### config.mk
export PLATFORM = sky130hd
export DESIGN_NAME = imem_loader
export DESIGN_NICKNAME = d
export VERILOG_FILES = /design/src/rtl/imem_loader_pkg.sv /design/src/rtl/loader_timeout.sv /design/src/rtl/imem_loader.sv
export SDC_FILE = /design/constraint.sdc
export NUM_CORES = 1
export LEC_CHECK = 0
export CAP_MARGIN = 20
export CORE_MARGIN = 2
export CORE_UTILIZATION = 45
export CTS_BUF_LIST = sky130_fd_sc_hd__clkbuf_16
export CTS_CLUSTER_SIZE = 40
export DETAILED_ROUTE_END_ITERATION = 12
export GPL_TIMING_DRIVEN = 1
export PLACE_DENSITY = 0.76
export SETUP_SLACK_MARGIN = 0.2
export SYNTH_ARGS = -nofsm -noshare
export SYNTH_HDL_FRONTEND = slang
export SYNTH_SLANG_ARGS = --single-unit
### constraint.sdc
create_clock -name clk -period 2.7 [get_ports clk]
set_input_delay 0.405 -clock clk [delete_from_list [all_inputs] [get_ports clk]]
set_output_delay 0.405 -clock clk [all_outputs]
set_load 0.01 [all_outputs]
### src/rtl/imem_loader_pkg.sv
// Shared types and constants for the instruction-memory loader.
package imem_loader_pkg;

  localparam int unsigned BYTE_W = 8;
  localparam int unsigned LEN_W  = 16;
  localparam int unsigned WORD_W = 16;

  localparam logic [15:0] DEF_BASE_ADDR = 16'h0000;
  localparam int unsigned DEF_ADDR_STEP = 2;

  typedef enum logic [2:0] {
    S_IDLE   = 3'd0,
    S_LEN_HI = 3'd1,
    S_LEN_LO = 3'd2,
    S_DAT_HI = 3'd3,
    S_DAT_LO = 3'd4,
    S_WRITE  = 3'd5,
    S_DONE   = 3'd6,
    S_ERR    = 3'd7
  } state_t;

  function automatic logic is_byte_state(input state_t s);
    return (s == S_LEN_HI) || (s == S_LEN_LO) || (s == S_DAT_HI) || (s == S_DAT_LO);
  endfunction

endpackage

### src/rtl/loader_timeout.sv
// Saturating idle-cycle counter; o_expired flags TIMEOUT_CYCLES consecutive enabled cycles.
module loader_timeout #(
  parameter int unsigned TIMEOUT_CYCLES = 1024
) (
  input  logic clk,
  input  logic rst,
  input  logic i_clear,
  input  logic i_enable,
  output logic o_expired
);

  localparam int unsigned CNT_W = $clog2(TIMEOUT_CYCLES + 2);

  generate
    if (TIMEOUT_CYCLES == 0) begin : g_off
      logic w_unused;
      assign w_unused  = ^{clk, rst, i_clear, i_enable};
      assign o_expired = 1'b0;
    end else begin : g_on
      localparam logic [CNT_W-1:0] LIMIT = CNT_W'(TIMEOUT_CYCLES);
      logic [CNT_W-1:0] r_cnt;

      always_ff @(posedge clk) begin
        if (rst || i_clear) begin
          r_cnt <= '0;
        end else if (i_enable && (r_cnt != LIMIT)) begin
          r_cnt <= r_cnt + CNT_W'(1);
        end
      end

      assign o_expired = (r_cnt == LIMIT);
    end
  endgenerate

endmodule

### src/rtl/imem_loader.sv
// Streams a length-prefixed big-endian program image into instruction memory,
// holding the processor in reset until the image has been fully written.
module imem_loader
  import imem_loader_pkg::*;
#(
  parameter int unsigned       ADDR_W         = 16,
  parameter logic [ADDR_W-1:0] BASE_ADDR      = ADDR_W'(DEF_BASE_ADDR),
  parameter int unsigned       ADDR_STEP      = DEF_ADDR_STEP,
  parameter int unsigned       MAX_WORDS      = 256,
  parameter int unsigned       TIMEOUT_CYCLES = 1024
) (
  input  logic              clk,
  input  logic              rst,
  input  logic              start,
  input  logic [BYTE_W-1:0] byte_in,
  input  logic              byte_valid,
  output logic              byte_ready,
  output logic              im_wr_en,
  output logic [ADDR_W-1:0] im_wr_addr,
  output logic [WORD_W-1:0] im_wr_data,
  output logic              cpu_hold,
  output logic              busy,
  output logic              done,
  output logic              err
);

  state_t              r_state, w_state_nxt;
  logic [BYTE_W-1:0]   r_len_hi, r_hi;
  logic [LEN_W-1:0]    r_len, r_wcnt;
  logic [WORD_W-1:0]   r_data;
  logic [ADDR_W-1:0]   r_addr;

  logic                w_byte_state, w_xfer, w_to_expired;
  logic [LEN_W-1:0]    w_len, w_wcnt_inc;

  assign w_byte_state = is_byte_state(r_state);
  assign w_xfer       = byte_valid && w_byte_state;
  assign w_len        = {r_len_hi, byte_in};
  assign w_wcnt_inc   = r_wcnt + LEN_W'(1);

  loader_timeout #(
    .TIMEOUT_CYCLES(TIMEOUT_CYCLES)
  ) u_timeout (
    .clk      (clk),
    .rst      (rst),
    .i_clear  (w_xfer || !w_byte_state),
    .i_enable (w_byte_state && !w_xfer),
    .o_expired(w_to_expired)
  );

  always_ff @(posedge clk) begin
    if (rst) r_state <= S_IDLE;
    else     r_state <= w_state_nxt;
  end

  // A byte arriving on the expiry cycle wins over the timeout.
  always_comb begin
    w_state_nxt = r_state;
    case (r_state)
      S_IDLE, S_DONE, S_ERR: begin
        if (start) w_state_nxt = S_LEN_HI;
      end
      S_LEN_HI, S_LEN_LO, S_DAT_HI, S_DAT_LO: begin
        if (w_xfer) begin
          case (r_state)
            S_LEN_HI: w_state_nxt = S_LEN_LO;
            S_LEN_LO: begin
              if (w_len == '0)                 w_state_nxt = S_DONE;
              else if (32'(w_len) > MAX_WORDS) w_state_nxt = S_ERR;
              else                             w_state_nxt = S_DAT_HI;
            end
            S_DAT_HI: w_state_nxt = S_DAT_LO;
            default:  w_state_nxt = S_WRITE;
          endcase
        end else if (w_to_expired) begin
          w_state_nxt = S_ERR;
        end
      end
      S_WRITE: w_state_nxt = (w_wcnt_inc == r_len) ? S_DONE : S_DAT_HI;
      default: w_state_nxt = S_IDLE;
    endcase
  end

  always_comb begin
    byte_ready = 1'b0;
    busy       = 1'b0;
    done       = 1'b0;
    err        = 1'b0;
    cpu_hold   = 1'b1;
    im_wr_en   = 1'b0;
    case (r_state)
      S_LEN_HI, S_LEN_LO, S_DAT_HI, S_DAT_LO: begin
        byte_ready = 1'b1;
        busy       = 1'b1;
      end
      S_WRITE: begin
        busy     = 1'b1;
        im_wr_en = 1'b1;
      end
      S_DONE: begin
        done     = 1'b1;
        cpu_hold = 1'b0;
      end
      S_ERR:   err = 1'b1;
      default: ;
    endcase
  end

  always_ff @(posedge clk) begin
    if (rst) begin
      r_len_hi <= '0;
      r_len    <= '0;
      r_hi     <= '0;
      r_data   <= '0;
      r_addr   <= BASE_ADDR;
      r_wcnt   <= '0;
    end else begin
      case (r_state)
        S_IDLE, S_DONE, S_ERR: begin
          if (start) begin
            r_addr <= BASE_ADDR;
            r_wcnt <= '0;
          end
        end
        S_LEN_HI: if (w_xfer) r_len_hi <= byte_in;
        S_LEN_LO: if (w_xfer) r_len <= w_len;
        S_DAT_HI: if (w_xfer) r_hi <= byte_in;
        S_DAT_LO: if (w_xfer) r_data <= {r_hi, byte_in};
        S_WRITE: begin
          r_addr <= r_addr + ADDR_W'(ADDR_STEP);
          r_wcnt <= w_wcnt_inc;
        end
        default: ;
      endcase
    end
  end

  assign im_wr_addr = r_addr;
  assign im_wr_data = r_data;

endmodule

==> results of run 1 <==
flip-flops by register name, indices dropped and copies added (netlist names):
name and flops:
im_wr_addr 15, r_len 16, im_wr_data 16, r_hi 8, r_state 3, r_len_hi 8, u_timeout.g_on.r_cnt 11, r_wcnt 16
layout by cell type (no fill, tap or decap), drive strengths merged, types with 4 or more instances in the layout:
master and instances:
a21oi 82, a311oi 7, a31oi 6, and2 4
and3 10, buf 11, clkbuf 9, clkdlybuf4s50 47
dfxtp 93, ha 4, inv 14, nand2 134
nand2b 5, nand3 15, nand3b 4, nand4 8
nor2 45, nor3 9, nor4 11, o21ai 21
or3 8, xnor2 17, xor2 16
cells in the mapped netlist, types with 3 or more instances:
master    instances  area, sq um
nand2_1         134          503
dfxtp_1          93         1860
a21oi_1          82          410
nor2_1           45          169
clkbuf_1         24         90.1
o21ai_0          20          100
xnor2_1          17          149
xor2_1           16          140
nand3_1          15         75.1
nor4_1           11         68.8
and3_1           10         62.6
inv_1             9         33.8
nor3_1            9         45.0
a311oi_1          7         61.3
nand4_1           7         43.8
a31oi_1           6         37.5
or3_1             6         37.5
nand2b_1          5         31.3
buf_4             4         30.0
ha_1              4         50.1
nand3b_1          4         30.0
and2_1            3         18.8
buf_2             3         15.0
clkbuf_8          3         41.3
tightest hold or removal path, delay by kind of cell, from the launching register on:
| family | cells | cell delay, ps |
|---|---|---|
| flip-flops | 1 | 310 |
| AO/OA/AOI/OAI | 1 | 50 |
| AND/OR/NAND/NOR | 1 | 50 |
final cells by class:
cell class,instances,area [sq um],area share (%)
sequential,93,1870,35.1
clock buffer,9,225,4.24
clock inverter,7,61.3,1.15
multi-input combinational,441,2410,45.3
timing repair buffer,58,554,10.4
inverter,9,33.8,0.635
tap,133,166,3.13
final timing paths:
check,startpoint,end,cells past startpoint
worst max-delay path,r_wcnt[6],r_state[0],6
worst max register to register,r_wcnt[6],r_state[0],6
worst min-delay path,r_hi[7],im_wr_data[15],2
worst min register to register,r_hi[7],im_wr_data[15],2
through the flow:
step                cells  utilization [%]  hold WS (ps)  power [mW]
floorplan             580                -           432        1.56
global placement      734             51.5           438        1.64
detailed placement    734             51.5           449        1.64
CTS                   750             54.5           459        2.86
global route          750             54.6           473        2.94
finish                750             54.6           456        2.84
report_power, final:
| part | switching, mW | internal [mW] | total (mW) | leakage (nW) |
|---|---|---|---|---|
| clock network | 0.579 | 0.644 | 1.22 | 0.135 |
| registers | 0.0183 | 1.39 | 1.40 | 0.751 |
| logic | 0.134 | 0.0752 | 0.209 | 0.935 |
what timing repair did:
action,CTS,global route
gates cloned,0,0
resized for setup,2,4
endpoints found under the setup margin,2,3
kinds of logic (layout without fill, tap and decap cells):
kind of cell / after synthesis / after routing / share of synthesized area [%]
adder cells (fa/ha/maj): 4 / 4 / 1.11
AO/OA/AOI/OAI: 133 / 133 / 16.7
multiplexers: 3 / 3 / 0.724
other: 1 / 1 / 0.0835
AND/OR/NAND/NOR: 266 / 266 / 27.7
XOR/XNOR: 34 / 34 / 6.97
flip-flops: 93 / 93 / 41.5
buffers and inverters: 46 / 83 / 5.18
layer usage:
metal  global-route usage [%]  up-vias  part of all wire [%]
met3                     4.32       11                   5.7
met1                     25.3     1923                    45
li1                         -     2069                     -
met2                     32.4      120                    49
met4                     6.56        0                  0.98
met5                        0        -                     0
==> qor.txt, run 1 <==
Drt first pass iters -> 5
F_max -> 412 MHz
CP Max Fanout -> 9
Critical Path RT -> 2910 ps
Synthesis-stage register bit count -> 93
I/O pin total -> 50
Startpoint types -> flop
Syn Nets -> 596
Share of post-route cells with drive strength above 1 -> 6.65%
Initial Util -> 46.2%
Setup violators final -> 0
Warnings from Yosys -> 0
# nets final -> 628
Vias in the first global route -> 3,814
P&R area growth vs syn -> 18.4%
Crit path buffers/inverters -> 0
CTS tree -> done
Clk slew on worst S/H paths -> 70 ps
GR Util All Layers -> 19.6%
DRT iter0 DRCs -> 201
Worst path slowest cell -> nor4_1
Setup tns final -> 0 ps
Final setup margin -> 274 ps
CP Capture Type -> flop
ANT nets after route -> 0
Final HPWL DP -> 7.32 mm
Status -> completed
Sequence of cells on the critical path -> nand4_4 -> nor4_1 -> xnor2_1 -> nand3_1 -> or4_4 -> nor3b_2
Clock Skew -> 6.09 ps
Cell area after layout -> 5320 sq um
DR WL/cell -> 14.2 um
Syn Inst Count -> 580
Sequential share of the synthesized area -> 41.5%
CORE AREA -> 9730 sq um
Row count -> 36
Worst reg2reg setup slack -> 270 ps
Mean Syn Cell Area -> 7.74 sq um
RePlAce Congestion -> 0.875
Post-synth EDFFs -> 0
Cell area after synthesis -> 4490 sq um
Hold Crit Class -> reg -> reg
Largest net degree at the start of global routing -> 60
Ys flop type -> dfxtp_1
Setup bufs post-CTS -> 0
CP Class -> reg -> reg
Place WS -> 213 ps
Global route overflow -> 0
DRT Wirelength -> 10.7 mm
Number of diodes -> 0
Netlist cell types -> 58
Num Clock Sinks -> 93
Hold Fails Final Rpt -> 0
Clock root cell -> clkbuf_16
Pleak -> 1.82 nW
First-pass GRT wire length -> 17.7 mm
Filler cells -> 938
VDD IR max -> 0.349 mV
Clock Tree Buf Depth -> 2
H-tree levels -> 3
Die Width -> 104 um
Fin. max-slew vios -> 0
CTS Hold Bufs -> 0
Die area -> 10,800 sq um
Largest stage delay, worst path -> 590 ps
RSZ-0062 raised after global routing -> yes
Max Cap Viol -> 0
Antenna violations before repair -> 0
Via/cell ratio -> 5.50
Power Dens Cells -> 534 nW/um^2
Drc violations -> 0
Via Count -> 4,123
Fin crit share -> 89.8%
Slew HR -> 58.7%
CP arrival -> 2630 ps
Ys async rst share -> 0%
Number of buffers created by CTS -> 9
Area after DPL -> 5010 sq um
Actual slew at the worst max-slew pin -> 618 ps
PortBufs -> 48
Clock Latency Late Sink -> 340 ps
Cell family with most CP delay -> simple AND/OR/NAND/NOR gates
Minimum clock period after layout -> 2430 ps
Die Ht -> 104 um
Note: power is estimated with default switching activity, not from simulation.
==> run 2: changes to the inputs <==
--- a/config.mk
+++ b/config.mk
@@ -7,12 +7,12 @@
 export LEC_CHECK = 0
 export CAP_MARGIN = 20
 export CORE_MARGIN = 2
-export CORE_UTILIZATION = 45
+export CORE_UTILIZATION = 51
 export CTS_BUF_LIST = sky130_fd_sc_hd__clkbuf_16
 export CTS_CLUSTER_SIZE = 40
 export DETAILED_ROUTE_END_ITERATION = 12
 export GPL_TIMING_DRIVEN = 1
-export PLACE_DENSITY = 0.76
+export PLACE_DENSITY = 0.83
 export SETUP_SLACK_MARGIN = 0.2
 export SYNTH_ARGS = -nofsm -noshare
 export SYNTH_HDL_FRONTEND = slang
==> run 2 against run 1 <==
  * Sequential share of layout area shrank 0.14 points
  * Hold slack gained 6.1 ps
  * Critical path type unchanged
  * Sequential cell count is the same
  * Non-clock buffer count is the same
  * Combinational power grew 3%
  * Sequential power is essentially flat
  * Core utilization grew 7.0 points
  * Setup slack lost 3.8 ps
  * Via count grew 1.6%
  * Cell count shrank 3.3%
  * Routed wire length grew 0.81%
==> qor.txt, run 2 (synthesized netlist as in run 1, its figures left out) <==
Status -> completed
Most frequent cells in the layout -> nand2_1, dfxtp_1, a21oi_1
CTS tree -> done
Global route overflow -> 0
First-pass GRT wire length -> 18.3 mm
Number of diodes -> 0
Hold path depth -> 2
Hold Fails Final Rpt -> 0
Power Dens Cells -> 537 nW/um^2
Clock power frac -> 43.6%
H-tree levels -> 3
Drt first pass iters -> 4
Pleak -> 1.83 nW
CP Max Fanout -> 9
PortBufs -> 48
Die area -> 9570 sq um
Die Ht -> 97.8 um
I/O pin total -> 50
Reg power frac -> 48.9%
DRT iter0 DRCs -> 241
Die Width -> 97.8 um
Setup tns final -> 0 ps
Drc violations -> 0
Startpoint types -> flop
Hold Crit Class -> reg -> reg
Num Clock Sinks -> 93
F_max -> 412 MHz
Clock Skew -> 9.09 ps
P_int -> 2.12 mW
CP arrival -> 2660 ps
Most common cell after layout, fill and taps aside -> nand2_1
Fin crit share -> 90.0%
Antenna violations before repair -> 0
Initial Util -> 52.0%
Clock Tree Buf Depth -> 2
Net switching power -> 0.741 mW
DRT Wirelength -> 10.8 mm
Slew HR -> 57.2%
Max Cap Viol -> 0
Largest net degree at the start of global routing -> 55
Clock root cell -> clkbuf_16
R2R cell count -> 6
Share of post-route cells with drive strength above 1 -> 6.97%
Switching Share -> 25.9%
DR WL/cell -> 14.8 um
CTS Hold Bufs -> 0
Minimum clock period after layout -> 2430 ps
P&R area growth vs syn -> 18.6%
Via/cell ratio -> 5.78
Critical Path RT -> 2930 ps
Vias in the first global route -> 3,984
CP Capture Type -> flop
# nets final -> 628
Setup violators final -> 0
Worst hold slack -> 462 ps
Final HPWL DP -> 7.27 mm
Row count -> 34
RSZ-0062 raised after global routing -> yes
Number of buffers created by CTS -> 9
Combinational fraction of design power -> 7.5%
Via Count -> 4,187
Actual slew at the worst max-slew pin -> 640 ps
ANT nets after route -> 0
Fin. max-slew vios -> 0
Clk slew on worst S/H paths -> 70 ps
RePlAce Congestion -> 0.898
Clock Latency Late Sink -> 340 ps
CORE AREA -> 8640 sq um
GR Util All Layers -> 22.8%
CP Class -> reg -> reg
VDD IR max -> 0.410 mV
-- run 2: cell type report --
class / count / area (sq um)
timing repair buffer: 58 / 563
multi-input combinational: 441 / 2420
inverter: 9 / 33.8
sequential: 93 / 1860
fill: 730 / 3310
clock inverter: 7 / 80.1
clock buffer: 9 / 225
tap: 108 / 135
-- run 2: what timing repair did --
| item | in CTS | in global routing |
|---|---|---|
| endpoints found under the setup margin | 0 | 15 |
| gates resized for setup | 0 | 6 |
| setup buffers | 0 | 0 |
-- run 2: power groups by stage --
stage | combinational (mW) | sequential (mW) | clock, mW
3_5_place_dp | 0.210 | 1.43 | 0
3_3_place_gp | 0.205 | 1.43 | 0
4_1_cts | 0.212 | 1.40 | 1.27
2_1_floorplan | 0.133 | 1.43 | 0
5_1_grt | 0.234 | 1.40 | 1.33
6_report | 0.215 | 1.40 | 1.25
-- run 2: path summary, 6_finish.rpt --
kind             startpoint        endpoint  slack (ps)
min          im_wr_data[14]  im_wr_data[14]         460
max               r_wcnt[4]      r_state[0]         270
min reg2reg  im_wr_data[14]  im_wr_data[14]         460
max reg2reg       r_wcnt[4]      r_state[0]         270
-- run 2: worst max-delay path: stages, from the launching register on --
cell     delay, ps
dfxtp_1        530
nand4_4        240
or3_4          460
mux2i_1        140
a211o_1        230
or4_4          540
nor3b_2        170
-- run 2: stage by stage --
stage                     power, mW  util, %  area (sq um)  setup WS [ps]  cells
after CTS                      2.88     61.4          5300            216    725
final                          2.86     61.6          5320            270    725
after global placement         1.64     57.9          5000            346    709
after detailed placement       1.64     57.9          5000            296    709
after global routing           2.96     61.6          5320            178    725
after floorplan                1.56        -          4490            213    580
-- run 2: metal layers --
layer | vias to the layer above | global-route usage [%] | part of all wire [%]
li1 | 2069 | - | -
met1 | 1949 | 28.1 | 44
met2 | 154 | 39.5 | 48
met3 | 15 | 5.87 | 6.6
met4 | 0 | 6.09 | 1.1
met5 | - | 0 | 0
